`config.mk`:
```
export PLATFORM = sky130hd
export DESIGN_NAME = debug_mon
export DESIGN_NICKNAME = d
export VERILOG_FILES = /design/src/rtl/debug_mon.sv
export SDC_FILE = /design/constraint.sdc
export NUM_CORES = 1
export LEC_CHECK = 0
export CELL_PAD_IN_SITES_DETAIL_PLACEMENT = 2
export CELL_PAD_IN_SITES_GLOBAL_PLACEMENT = 2
export CORE_MARGIN = 2
export CORE_UTILIZATION = 30
export CTS_BUF_LIST = sky130_fd_sc_hd__clkbuf_8 sky130_fd_sc_hd__clkbuf_16
export CTS_CLUSTER_DIAMETER = 80
export DETAILED_ROUTE_END_ITERATION = 6
export PLACE_DENSITY = 0.59
export SYNTH_ARGS = -nofsm -noshare
export SYNTH_HDL_FRONTEND = slang
export SYNTH_SLANG_ARGS = --single-unit
```
`constraint.sdc`:
```
create_clock -name i_clk -period 7.4 [get_ports i_clk]
set_input_delay 2.22 -clock i_clk [delete_from_list [all_inputs] [get_ports i_clk]]
set_output_delay 2.22 -clock i_clk [all_outputs]
set_load 0.02 [all_outputs]
```
`src/rtl/debug_mon.sv`:
```
// Memory-mapped debug monitor: a shared multi-channel byte stream, a sticky terminate/exit-code
// register and free-running cycle / retired-instruction counters in an 8-word bus window.
module debug_mon #(
  parameter int                ADDR_W     = 24,
  parameter int                DATA_W     = 32,
  parameter logic [ADDR_W-1:0] BASE_ADDR  = 24'hFFFFF8,
  parameter int                NCHAN      = 2,
  parameter int                FIFO_DEPTH = 16,
  parameter int                CNT_W      = 32
) (
  input  logic              i_clk,
  input  logic              i_rstb,
  input  logic              i_clk_en,
  input  logic [ADDR_W-1:0] i_addr,
  input  logic [DATA_W-1:0] i_wdata,
  input  logic              i_wr,
  input  logic              i_rd,
  input  logic              i_retire,
  output logic [DATA_W-1:0] o_rdata,
  output logic              o_rd_valid,
  output logic              o_tx_valid,
  output logic [1:0]        o_tx_chan,
  output logic [7:0]        o_tx_data,
  input  logic              i_tx_ready,
  output logic              o_halt,
  output logic [DATA_W-1:0] o_exit_code
);

  localparam int               PTR_W      = $clog2(FIFO_DEPTH);
  localparam int               LVL_W      = PTR_W + 1;
  localparam logic [LVL_W-1:0] FULL_LVL   = LVL_W'(FIFO_DEPTH);
  localparam logic [2:0]       NCHAN_OFF  = 3'(NCHAN);
  localparam logic [2:0]       OFF_CYC    = 3'd4;
  localparam logic [2:0]       OFF_INSTR  = 3'd5;
  localparam logic [2:0]       OFF_STATUS = 3'd6;
  localparam logic [2:0]       OFF_TERM   = 3'd7;

  logic [9:0]        r_mem [FIFO_DEPTH];
  logic [PTR_W-1:0]  r_wr_ptr, r_rd_ptr;
  logic [LVL_W-1:0]  r_level;
  logic              r_ovf;
  logic [CNT_W-1:0]  r_cyc_cnt, r_instr_cnt;
  logic              r_halt;
  logic [DATA_W-1:0] r_exit_code;
  logic [DATA_W-1:0] r_rdata;
  logic              r_rd_valid;

  logic              w_hit, w_wr_en, w_not_empty, w_full;
  logic              w_push_req, w_push, w_pop;
  logic [2:0]        w_off;
  logic [9:0]        w_head;
  logic [DATA_W-1:0] w_rd_mux;

  assign w_hit       = (i_addr[ADDR_W-1:3] == BASE_ADDR[ADDR_W-1:3]);
  assign w_off       = i_addr[2:0];
  assign w_wr_en     = i_clk_en & w_hit & i_wr;
  assign w_not_empty = (r_level != '0);
  assign w_full      = (r_level == FULL_LVL);

  // A push into a full FIFO still lands when the head leaves in the same cycle.
  assign w_pop      = i_clk_en & w_not_empty & i_tx_ready;
  assign w_push_req = w_wr_en & (w_off < NCHAN_OFF) & ~r_halt;
  assign w_push     = w_push_req & (~w_full | w_pop);

  // NOTE: storage array has no reset; emptiness is defined by the level counter alone.
  always_ff @(posedge i_clk) begin
    if (w_push) r_mem[r_wr_ptr] <= {w_off[1:0], i_wdata[7:0]};
  end

  // NOTE: all state uses non-blocking assignments so every register samples pre-edge values.
  always_ff @(posedge i_clk or negedge i_rstb) begin
    if (!i_rstb) begin
      r_wr_ptr <= '0;
      r_rd_ptr <= '0;
      r_level  <= '0;
      r_ovf    <= 1'b0;
    end else if (i_clk_en) begin
      if (w_push) r_wr_ptr <= r_wr_ptr + PTR_W'(1);
      if (w_pop)  r_rd_ptr <= r_rd_ptr + PTR_W'(1);
      case ({w_push, w_pop})
        2'b10:   r_level <= r_level + LVL_W'(1);
        2'b01:   r_level <= r_level - LVL_W'(1);
        default: ;
      endcase
      if (w_push_req && !w_push)             r_ovf <= 1'b1;
      else if (w_wr_en && w_off == OFF_STATUS) r_ovf <= 1'b0;
    end
  end

  always_ff @(posedge i_clk or negedge i_rstb) begin
    if (!i_rstb) begin
      r_cyc_cnt   <= '0;
      r_instr_cnt <= '0;
      r_halt      <= 1'b0;
      r_exit_code <= '0;
    end else if (i_clk_en && !r_halt) begin
      r_cyc_cnt <= r_cyc_cnt + CNT_W'(1);
      if (i_retire) r_instr_cnt <= r_instr_cnt + CNT_W'(1);
      if (w_wr_en && w_off == OFF_TERM) begin
        r_halt      <= 1'b1;
        r_exit_code <= i_wdata;
      end
    end
  end

  // NOTE: every combinational output gets a default first so no latch is inferred.
  always_comb begin
    w_rd_mux = '0;
    case (w_off)
      OFF_CYC:    w_rd_mux = DATA_W'(r_cyc_cnt);
      OFF_INSTR:  w_rd_mux = DATA_W'(r_instr_cnt);
      OFF_STATUS: begin
        w_rd_mux[DATA_W-1]  = r_ovf;
        w_rd_mux[LVL_W-1:0] = r_level;
      end
      default: ;
    endcase
  end

  always_ff @(posedge i_clk or negedge i_rstb) begin
    if (!i_rstb) begin
      r_rd_valid <= 1'b0;
      r_rdata    <= '0;
    end else if (i_clk_en) begin
      r_rd_valid <= i_rd & w_hit;
      if (i_rd && w_hit) r_rdata <= w_rd_mux;
    end
  end

  // Head is masked when empty so the stream reads as zero out of reset.
  assign w_head      = r_mem[r_rd_ptr];
  assign o_tx_valid  = w_not_empty;
  assign o_tx_chan   = w_not_empty ? w_head[9:8] : 2'b00;
  assign o_tx_data   = w_not_empty ? w_head[7:0] : 8'h00;
  assign o_rdata     = r_rdata;
  assign o_rd_valid  = r_rd_valid;
  assign o_halt      = r_halt;
  assign o_exit_code = r_exit_code;

endmodule

```
==> results.txt, run 1 <==
- For this run, the number of Yosys warnings is 0.
* Post-synth EDFFs: 160
- The final number of hold-violating endpoints was 0.
- Dominant combinational cell family by area after synthesis: multiplexers
- The tree built by TritonCTS fans out to 304 sinks.
* Detailed router's first-iteration violation count: 317
* Total power divided by cell area: 294.2 nW/um^2
- Detailed placement ended at an HPWL of 22,750 um.
- Die height: 210.4 um
- DRC: 0
- DR WL/cell: 21.66 um
- Data on the critical path is required at its endpoint by 5.18 ns.
* Synth Cell Area: 12,780 um^2
* Post-synthesis adder-cell area fraction: 0.01135
- First-pass iteration count of the detailed router: 5
- The critical path is of the flip-flop to output port type.
- The most used flip-flop cell after synthesis is edfxtp_1.
- Wire length of the first global-routing pass: 52,940 um
* Detailed-route vias per instance: 4.883
* Cell Count Post-Placement: 1,489
* Synth unique cells: 49
- In this run the worst path has a maximum fanout of 25.
- Via count of the first global-routing pass: 8,543
- Post-synthesis cell count: 836
* Sequential cell area fraction in the yosys report: 0.6577
- STA classifies the critical path endpoint as an output port.
- Clock Latency Late Sink: 0.54 ns
* Max stage delay cell, worst path: dfrtp_2
* Compound-cell area share of the yosys netlist: 0.03934
- Antenna Cells: 0
* Data arrival time of the critical path: 3.62 ns
- Remaining Overflow, GRT: 0
* Leakage: 5.961 nW
- After synthesis the netlist holds a flip-flop and latch count of 304.
* Maximum number of pins on one net before global-route repair: 85
* Final slew viol count: 0
- Post-route core utilization: 0.3775
- Final TNS setup: 0 ns
- STA classifies the critical path startpoint as a flip-flop.
* Layout overhead on the synthesized area: 24.12%
- Final Cycle Share: 0.7898
- Routed via count: 7,584
- Transition at the pin with the smallest max-transition slack: 1.087 ns
- Mean area per synthesized cell: 15.29 um^2
* Post-synthesis simple-gate area fraction: 0.09973
- Ratio of cells with drive above 1 in the final layout: 0.1607
* Worst stage delay on the critical path: 0.92 ns
- The clock passes through at most 3 buffers.
- GRT Overall Usage: 0.1559
* Number of maximum-capacitance constraint violations: 0
* Final setup vio count: 0
* Crit path cell chain: buf_4, mux4_2, mux4_2, and2_1, clkdlybuf4s50_1
* H-tree Lvls: 2
- Post-CTS Setup Bufs: 0
- Routability cong.: 0.7080
- The final layout contains routed wiring with a total length of 33,630 um.
- Min-Delay Path Class: flip-flop to flip-flop
* CTS tree: done
* Placeable core region: 42,040 um^2
- Setup repair after global routing left no endpoint under its margin.
- Cell at the root of the clock tree: clkbuf_16
- Die area: 44,280 um^2
* Xor and xnor fraction of the mapped netlist area: 0.04932
- Once detail routing completed, the nets flagged for antenna violations numbered 0.
- Async set or reset register ratio after synthesis: 0.4737
* Cell occurring most often along the worst timing path: mux4_2
- Number of hold buffers added after CTS: 0
* Post-route total power: 4.669 mW
- The initial utilization of the core area, before any placement, comes to 0.3041.
- Mapped Nets: 910
* Num CTS Buffers: 37
- Standard-cell row count: 75
- Max Clock Freq: 171.1 MHz
- For the final database, setup skew stands at 0.01765 ns.
- Final std cells w/o fill: 1,553
- Input and output buffers added on the ports amount to 139.
* Largest voltage drop on the vdd net: 120.3 uV
- Clock-pin slew was measured on the worst setup and hold paths at 0.06 ns.
* Final critical delay including setup and external delays: 5.844 ns
- The layout has 4,239 filler cells.
- The initial antenna violation count came to 0.
* Multiplexer share of the synthesized area: 0.1254
* Run status: finished, final reports clean
- Post-CTS repair changed the size of 0 cells.
- In this run the tightest slew margin relative to its limit is 0.2756.
* Die W: 210.4 um
* Post-layout nets: 1,063
- # IOs: 140
critical path: cells and delay by family, from the launching register on:
family,cells,cell delay [ns]
buffers and inverters,2,0.91
multiplexers,2,1.06
AND/OR/NAND/NOR,1,0.18
flip-flops,1,0.92
Yosys cell counts, types with 2 or more instances:
master,n,area share
o21ai_0,41,0.016
nor4_1,4,0.0020
dfrtp_1,144,0.28
buf_2,5,0.0020
mux4_2,50,0.088
a21o_1,3,0.0018
inv_1,11,0.0032
xor2_1,23,0.016
nand2_1,84,0.025
ha_1,10,0.0098
o211ai_1,4,0.0023
mux2_2,35,0.031
nor2b_1,2,0.00098
and4_1,10,0.0069
a22o_1,3,0.0021
nand3_1,22,0.0086
and4b_1,2,0.0016
nor2_1,14,0.0041
a22oi_1,26,0.015
buf_6,4,0.0035
clkbuf_1,20,0.0059
mux2i_1,6,0.0047
nor4_4,2,0.0033
or2_2,2,0.00098
nand2b_1,2,0.00098
and2_1,28,0.014
nor3_1,16,0.0063
buf_4,4,0.0023
xnor2_1,49,0.034
and3_1,10,0.0049
mux2_1,2,0.0018
nand4_1,21,0.010
edfxtp_1,160,0.38
nor3b_2,2,0.0020
metal layers:
metal / wire length (um) / track usage / part of all wire
met5: 0 / 0 / 0
met4: 576 / 0.03934 / 0.017
met2: 16080 / 0.2517 / 0.48
met1: 15690 / 0.2139 / 0.47
met3: 1283 / 0.03442 / 0.038
per-stage QoR:
| stage | setup WS (ns) | hold slack, ns | cell area (um^2) |
|---|---|---|---|
| detailed placement | 1.789 | 0.4748 | 14750 |
| finish | 1.556 | 0.4815 | 15870 |
| global placement | 1.894 | 0.4637 | 14750 |
| global route | 1.354 | 0.5114 | 15870 |
| floorplan | 2.812 | 0.4410 | 12780 |
| CTS | 1.432 | 0.4873 | 15870 |
placed cells by master, fill, tap and decap left out, types with 14 or more instances in the layout:
cell and count:
nand4_1 21, clkbuf_16 37, xnor2_1 49, nand2_1 84, and2_1 28, inv_1 18, o21ai_0 41, xor2_1 23
nand3_1 21, edfxtp_1 160, a22oi_1 26, dfrtp_1 143, clkdlybuf4s50_1 138, nor3_1 16, mux2_2 35, mux4_2 50
nor2_1 14
final cells by class:
| cell class | instances | area (um^2) | share of cell area |
|---|---|---|---|
| clock buffer | 38 | 939.7 | 0.05921 |
| clock inverter | 26 | 182.7 | 0.01151 |
| inverter | 11 | 41.29 | 0.002602 |
| multi-input combinational | 487 | 4161 | 0.2622 |
| sequential | 304 | 8409 | 0.5299 |
| tap | 539 | 674.4 | 0.04250 |
| timing repair buffer | 148 | 1460 | 0.09201 |
where the power goes:
group | switching [mW] | internal [mW] | leakage (nW)
Sequential | 0.160 | 1.84 | 3.39
Clock | 0.734 | 0.963 | 0.577
Combinational | 0.438 | 0.533 | 1.99
flip-flops by register name, summed over array words and instances (netlist names):
register	cells
o_exit_code	32
r_mem	160
r_rd_ptr	4
r_level	5
r_ovf	1
r_wr_ptr	4
r_instr_cnt	32
r_cyc_cnt	32
o_halt	1
o_rd_valid	1
o_rdata	32
path summary, 6_finish.rpt:
path	from	to	slack (ns)	depth (start not counted)
worst min register to register	o_rdata[9]	o_rdata[9]	0.48	2
worst min-delay path	o_rdata[9]	o_rdata[9]	0.48	2
max in group asynchronous	i_rstb	r_rd_ptr[0]	4.26	2
worst max-delay path	r_rd_ptr[0]	o_tx_data[5]	1.56	5
min in group asynchronous	i_rstb	o_rdata[13]	1.76	1
worst max register to register	r_level[3]	r_level[4]	4.46	9
cells by family (layout without fill, tap and decap cells):
logic type                 Yosys count  in the layout
DFF                                304            304
and+or+nand+nor                    231            231
muxes                               93             93
AOI/OAI and AO/OA                   80             80
xor gates and xnor gates            72             72
buffers and inverters               45            223
adders and majority gates           11             11
Power figures use the tool's default switching activity.
==> run 2: changes to the inputs <==
--- a/config.mk
+++ b/config.mk
@@ -12,7 +12,7 @@
 export CTS_BUF_LIST = sky130_fd_sc_hd__clkbuf_8 sky130_fd_sc_hd__clkbuf_16
 export CTS_CLUSTER_DIAMETER = 80
 export DETAILED_ROUTE_END_ITERATION = 6
-export PLACE_DENSITY = 0.59
+export PLACE_DENSITY = 0.61
 export SYNTH_ARGS = -nofsm -noshare
 export SYNTH_HDL_FRONTEND = slang
 export SYNTH_SLANG_ARGS = --single-unit
==> constraint.sdc (replaced) <==
create_clock -name i_clk -period 5.3 [get_ports i_clk]
set_input_delay 1.59 -clock i_clk [delete_from_list [all_inputs] [get_ports i_clk]]
set_output_delay 1.59 -clock i_clk [all_outputs]
set_load 0.02 [all_outputs]
==> run 2 against run 1 <==
  * Die area unchanged
  * Clock skew is essentially flat
  * Wire length grew 1.9%
  * Global-route usage rose by 0.38 points
  * Critical path type unchanged
  * Critical endpoint is now o_tx_chan[0]
  * Largest power group unchanged
==> results.txt, run 2 (same netlist as run 1, synthesis figures left out) <==
- Final setup vio count: 0 (unchanged)
- The critical path's largest stage delay is 0.60 ns (-0.32 ns).
- Run status: finished, final reports clean
- The chip height is 210.4 um (unchanged).
* Layout overhead on the synthesized area: 25.12%
* Cell Count Post-Placement: 1,496 (+0.47%)
* Most frequent cells in the layout: edfxtp_1, dfrtp_1, clkdlybuf4s50_1, nand2_1, mux4_2
* CP Class: flip-flop to output port
* Remaining Overflow, GRT: 0 (unchanged)
- The post-detailed-route DRC marker count came to 0 (unchanged).
- The slowest stage of the critical path is the mux4_2 cell.
- The global-route wire length before repair was 53,340 um (+0.76%).
* Maximum number of pins on one net before global-route repair: 84 (-1.2%)
- The proportion of power drawn by the clock network came to 0.364 (about the same).
* Worst slew margin relative to its limit: 0.4260 (+0.1504)
- In this run the clock root is driven by a clkbuf_16.
- The power density relative to cell area came to 411.9 nW/um^2 (+40%).
- The worst setup slack after placement came to 0.4444 ns (-1.345 ns).
- The transition at the pin with the smallest max-transition slack was 0.8610 ns (-0.2256 ns).
- The library cell used most frequently in the layout, excluding fill and tap cells, is edfxtp_1.
- The antenna diode count was 0 (unchanged).
* Multi-input combinational cell area: 4161 um^2 (unchanged)
- The sequential share of power was 0.417 (-0.012).
- The initial cell density of the core is 0.3041 (unchanged).
* GRT Overall Usage: 0.1596 (+0.003765)
- Largest voltage drop on the vdd net: 222.5 uV (+85%)
- The total clock buffers created by CTS came to 37 (unchanged).
- Via count of the first global-routing pass: 8,622 (+0.92%)
* Max Clock Freq: 213.7 MHz
- Clock Latency Late Sink: 0.54 ns (about the same)
- Launching point of the worst reg2reg path: r_level[2]
* Final std cells w/o fill: 1,562 (+0.58%)
- The total wire length after detailed routing was 34,270 um (+1.9%).
* Count of buffering cells on the critical path with inverters included: 2 (unchanged)
- Post-route total power: 6.589 mW (+41%)
- Crit path cell chain: buf_12, mux4_2, mux4_2, and2_1, clkdlybuf4s50_1
- Final-layout fill cell count: 4,201 (-0.90%)
- The routability congestion estimate from global placement is 0.7161 (+1.1%).
- HPWL after detailed placement: 23,260 um (+2.2%)
- Combinational power share: 0.219 (+0.011)
- Num Clock Sinks: 304 (unchanged)
* Worst Path Max Fanout: 43 (+72%)
* Number of hold buffers added after CTS: 0 (unchanged)
- # IOs: 140 (unchanged)
* Post-layout nets: 1,070 (+0.66%)
- Final Cycle Share: 0.8828
- The die width came to 210.4 um (unchanged).
- The deepest clock path buffer count came to 3 (unchanged).
- The detail-routed via count per cell was 4.912 (+0.59%).
- The internal power component came to 4.754 mW (+42%).
- The post-route setup TNS came to 0 ns (unchanged).
* Number of maximum-capacitance constraint violations: 0 (unchanged)
* Detailed router's first-iteration violation count: 378 (+19%)
* Post-cts repair resize count: 0 (unchanged)
* Ratio of cells with drive above 1 in the final layout: 0.1623 (+0.001518)
- The switching component of the power is 1.835 mW (+38%).
- The sequential cell area was 8409 um^2 (unchanged).
- The proportion of total power due to net switching is 0.2785 (-0.006805).
- The post-route worst hold slack is 0.4801 ns (-0.001440 ns).
- Required time of the critical path: 3.71 ns (-1.47 ns)
- Standard-cell row count: 75 (unchanged)
- Clock-pin slew of the registers on the worst-case setup and hold paths: 0.06 ns (about the same)
- r_mem holds more flip-flops than any other register.
- TritonCTS built the clock tree.
* Final slew viol count: 0 (unchanged)
* Leakage: 6.047 nW (+1.4%)
- Initial antenna violation count: 0 (unchanged)
- Post-CTS Setup Bufs: 0 (unchanged)
* Cell family with most CP delay: multiplexers
* Worst clock skew on the final layout: 0.01799 ns (+0.0003364 ns)
- The critical path arrival was 3.09 ns (-0.53 ns).
- STA classifies the critical path endpoint as an output port.
- H-tree Lvls: 2 (unchanged)
- Die area: 44,280 um^2 (unchanged)
* Final worst setup slack: 0.6210 ns (-0.9347 ns)
- Min-Delay Startpoint: o_rdata[9]
- The count of port buffers added during placement is 139 (unchanged).
- The number of nets with antenna violations after routing was 0 (unchanged).
- RSZ-0062 raised after global routing: false
- Cell occurring most often along the worst timing path: mux4_2
- Placeable core region: 42,040 um^2 (unchanged)
- Min-Delay Path Class: flip-flop to flip-flop
* Number of endpoints with negative hold slack in the final report: 0 (unchanged)
* First-pass iteration count of the detailed router: 4 (-1)
* Max FFs per register: 160 (unchanged)
- Routed via count: 7,673 (+1.2%)
- Worst setup path startpoint: r_rd_ptr[0]
- The worst setup path is launched from a flip-flop.
- Final critical delay including setup and external delays: 4.679 ns
* DR WL/cell: 21.94 um (+1.3%)
-- run 2: changes by cell type in the layout (fill, tap and decap cells not counted), sizes merged --
| cell | before | now |
|---|---|---|
| clkinv | 13 | 7 |
| inv | 21 | 25 |
| clkbuf | 38 | 43 |
| buf | 10 | 17 |
| clkinvlp | 2 | 1 |
-- run 2: area by class of cell --
cell class	instances	area share
sequential	304	0.5257
multi-input combinational	487	0.2601
timing repair buffer	155	0.09691
clock buffer	43	0.06375
tap	539	0.04216
clock inverter	23	0.008760
inverter	11	0.002581
-- run 2: per-layer routing --
| metal | global-route usage | part of all wire |
|---|---|---|
| met5 | 0 | 0 |
| met4 | 0.04080 | 0.017 |
| met3 | 0.03769 | 0.044 |
| met2 | 0.2628 | 0.49 |
| met1 | 0.2130 | 0.45 |
-- run 2: power groups by stage --
stage	combinational (mW)	sequential, mW	clock, mW
global placement	1.44	2.79	0
CTS	1.48	2.75	2.50
finish	1.44	2.75	2.40
global route	1.56	2.77	2.57
detailed placement	1.47	2.79	0
floorplan	0.981	2.69	0
-- run 2: final timing paths --
| path | slack [ns] | endpoint | depth (start not counted) |
|---|---|---|---|
| max | 0.62 | o_tx_chan[0] | 5 |
| min | 0.48 | o_rdata[9] | 2 |
| max reg2reg | 2.32 | r_level[4] | 9 |
| min reg2reg | 0.48 | o_rdata[9] | 2 |
| max in group asynchronous | 3.33 | o_exit_code[17] | 2 |
| min in group asynchronous | 1.12 | o_rdata[15] | 1 |
-- run 2: stage by stage --
stage | area, um^2 | util
6_report | 16000 | 0.3805
4_1_cts | 16000 | 0.3805
2_1_floorplan | 12780 | -
5_1_grt | 16000 | 0.3805
3_5_place_dp | 14840 | 0.3529
3_3_place_gp | 14840 | 0.3529
-- run 2: worst min-delay path, cell delays in order (launching register included) --
cell     delay [ns]
dfrtp_1        0.34
nand2_1        0.05
o21ai_0        0.06
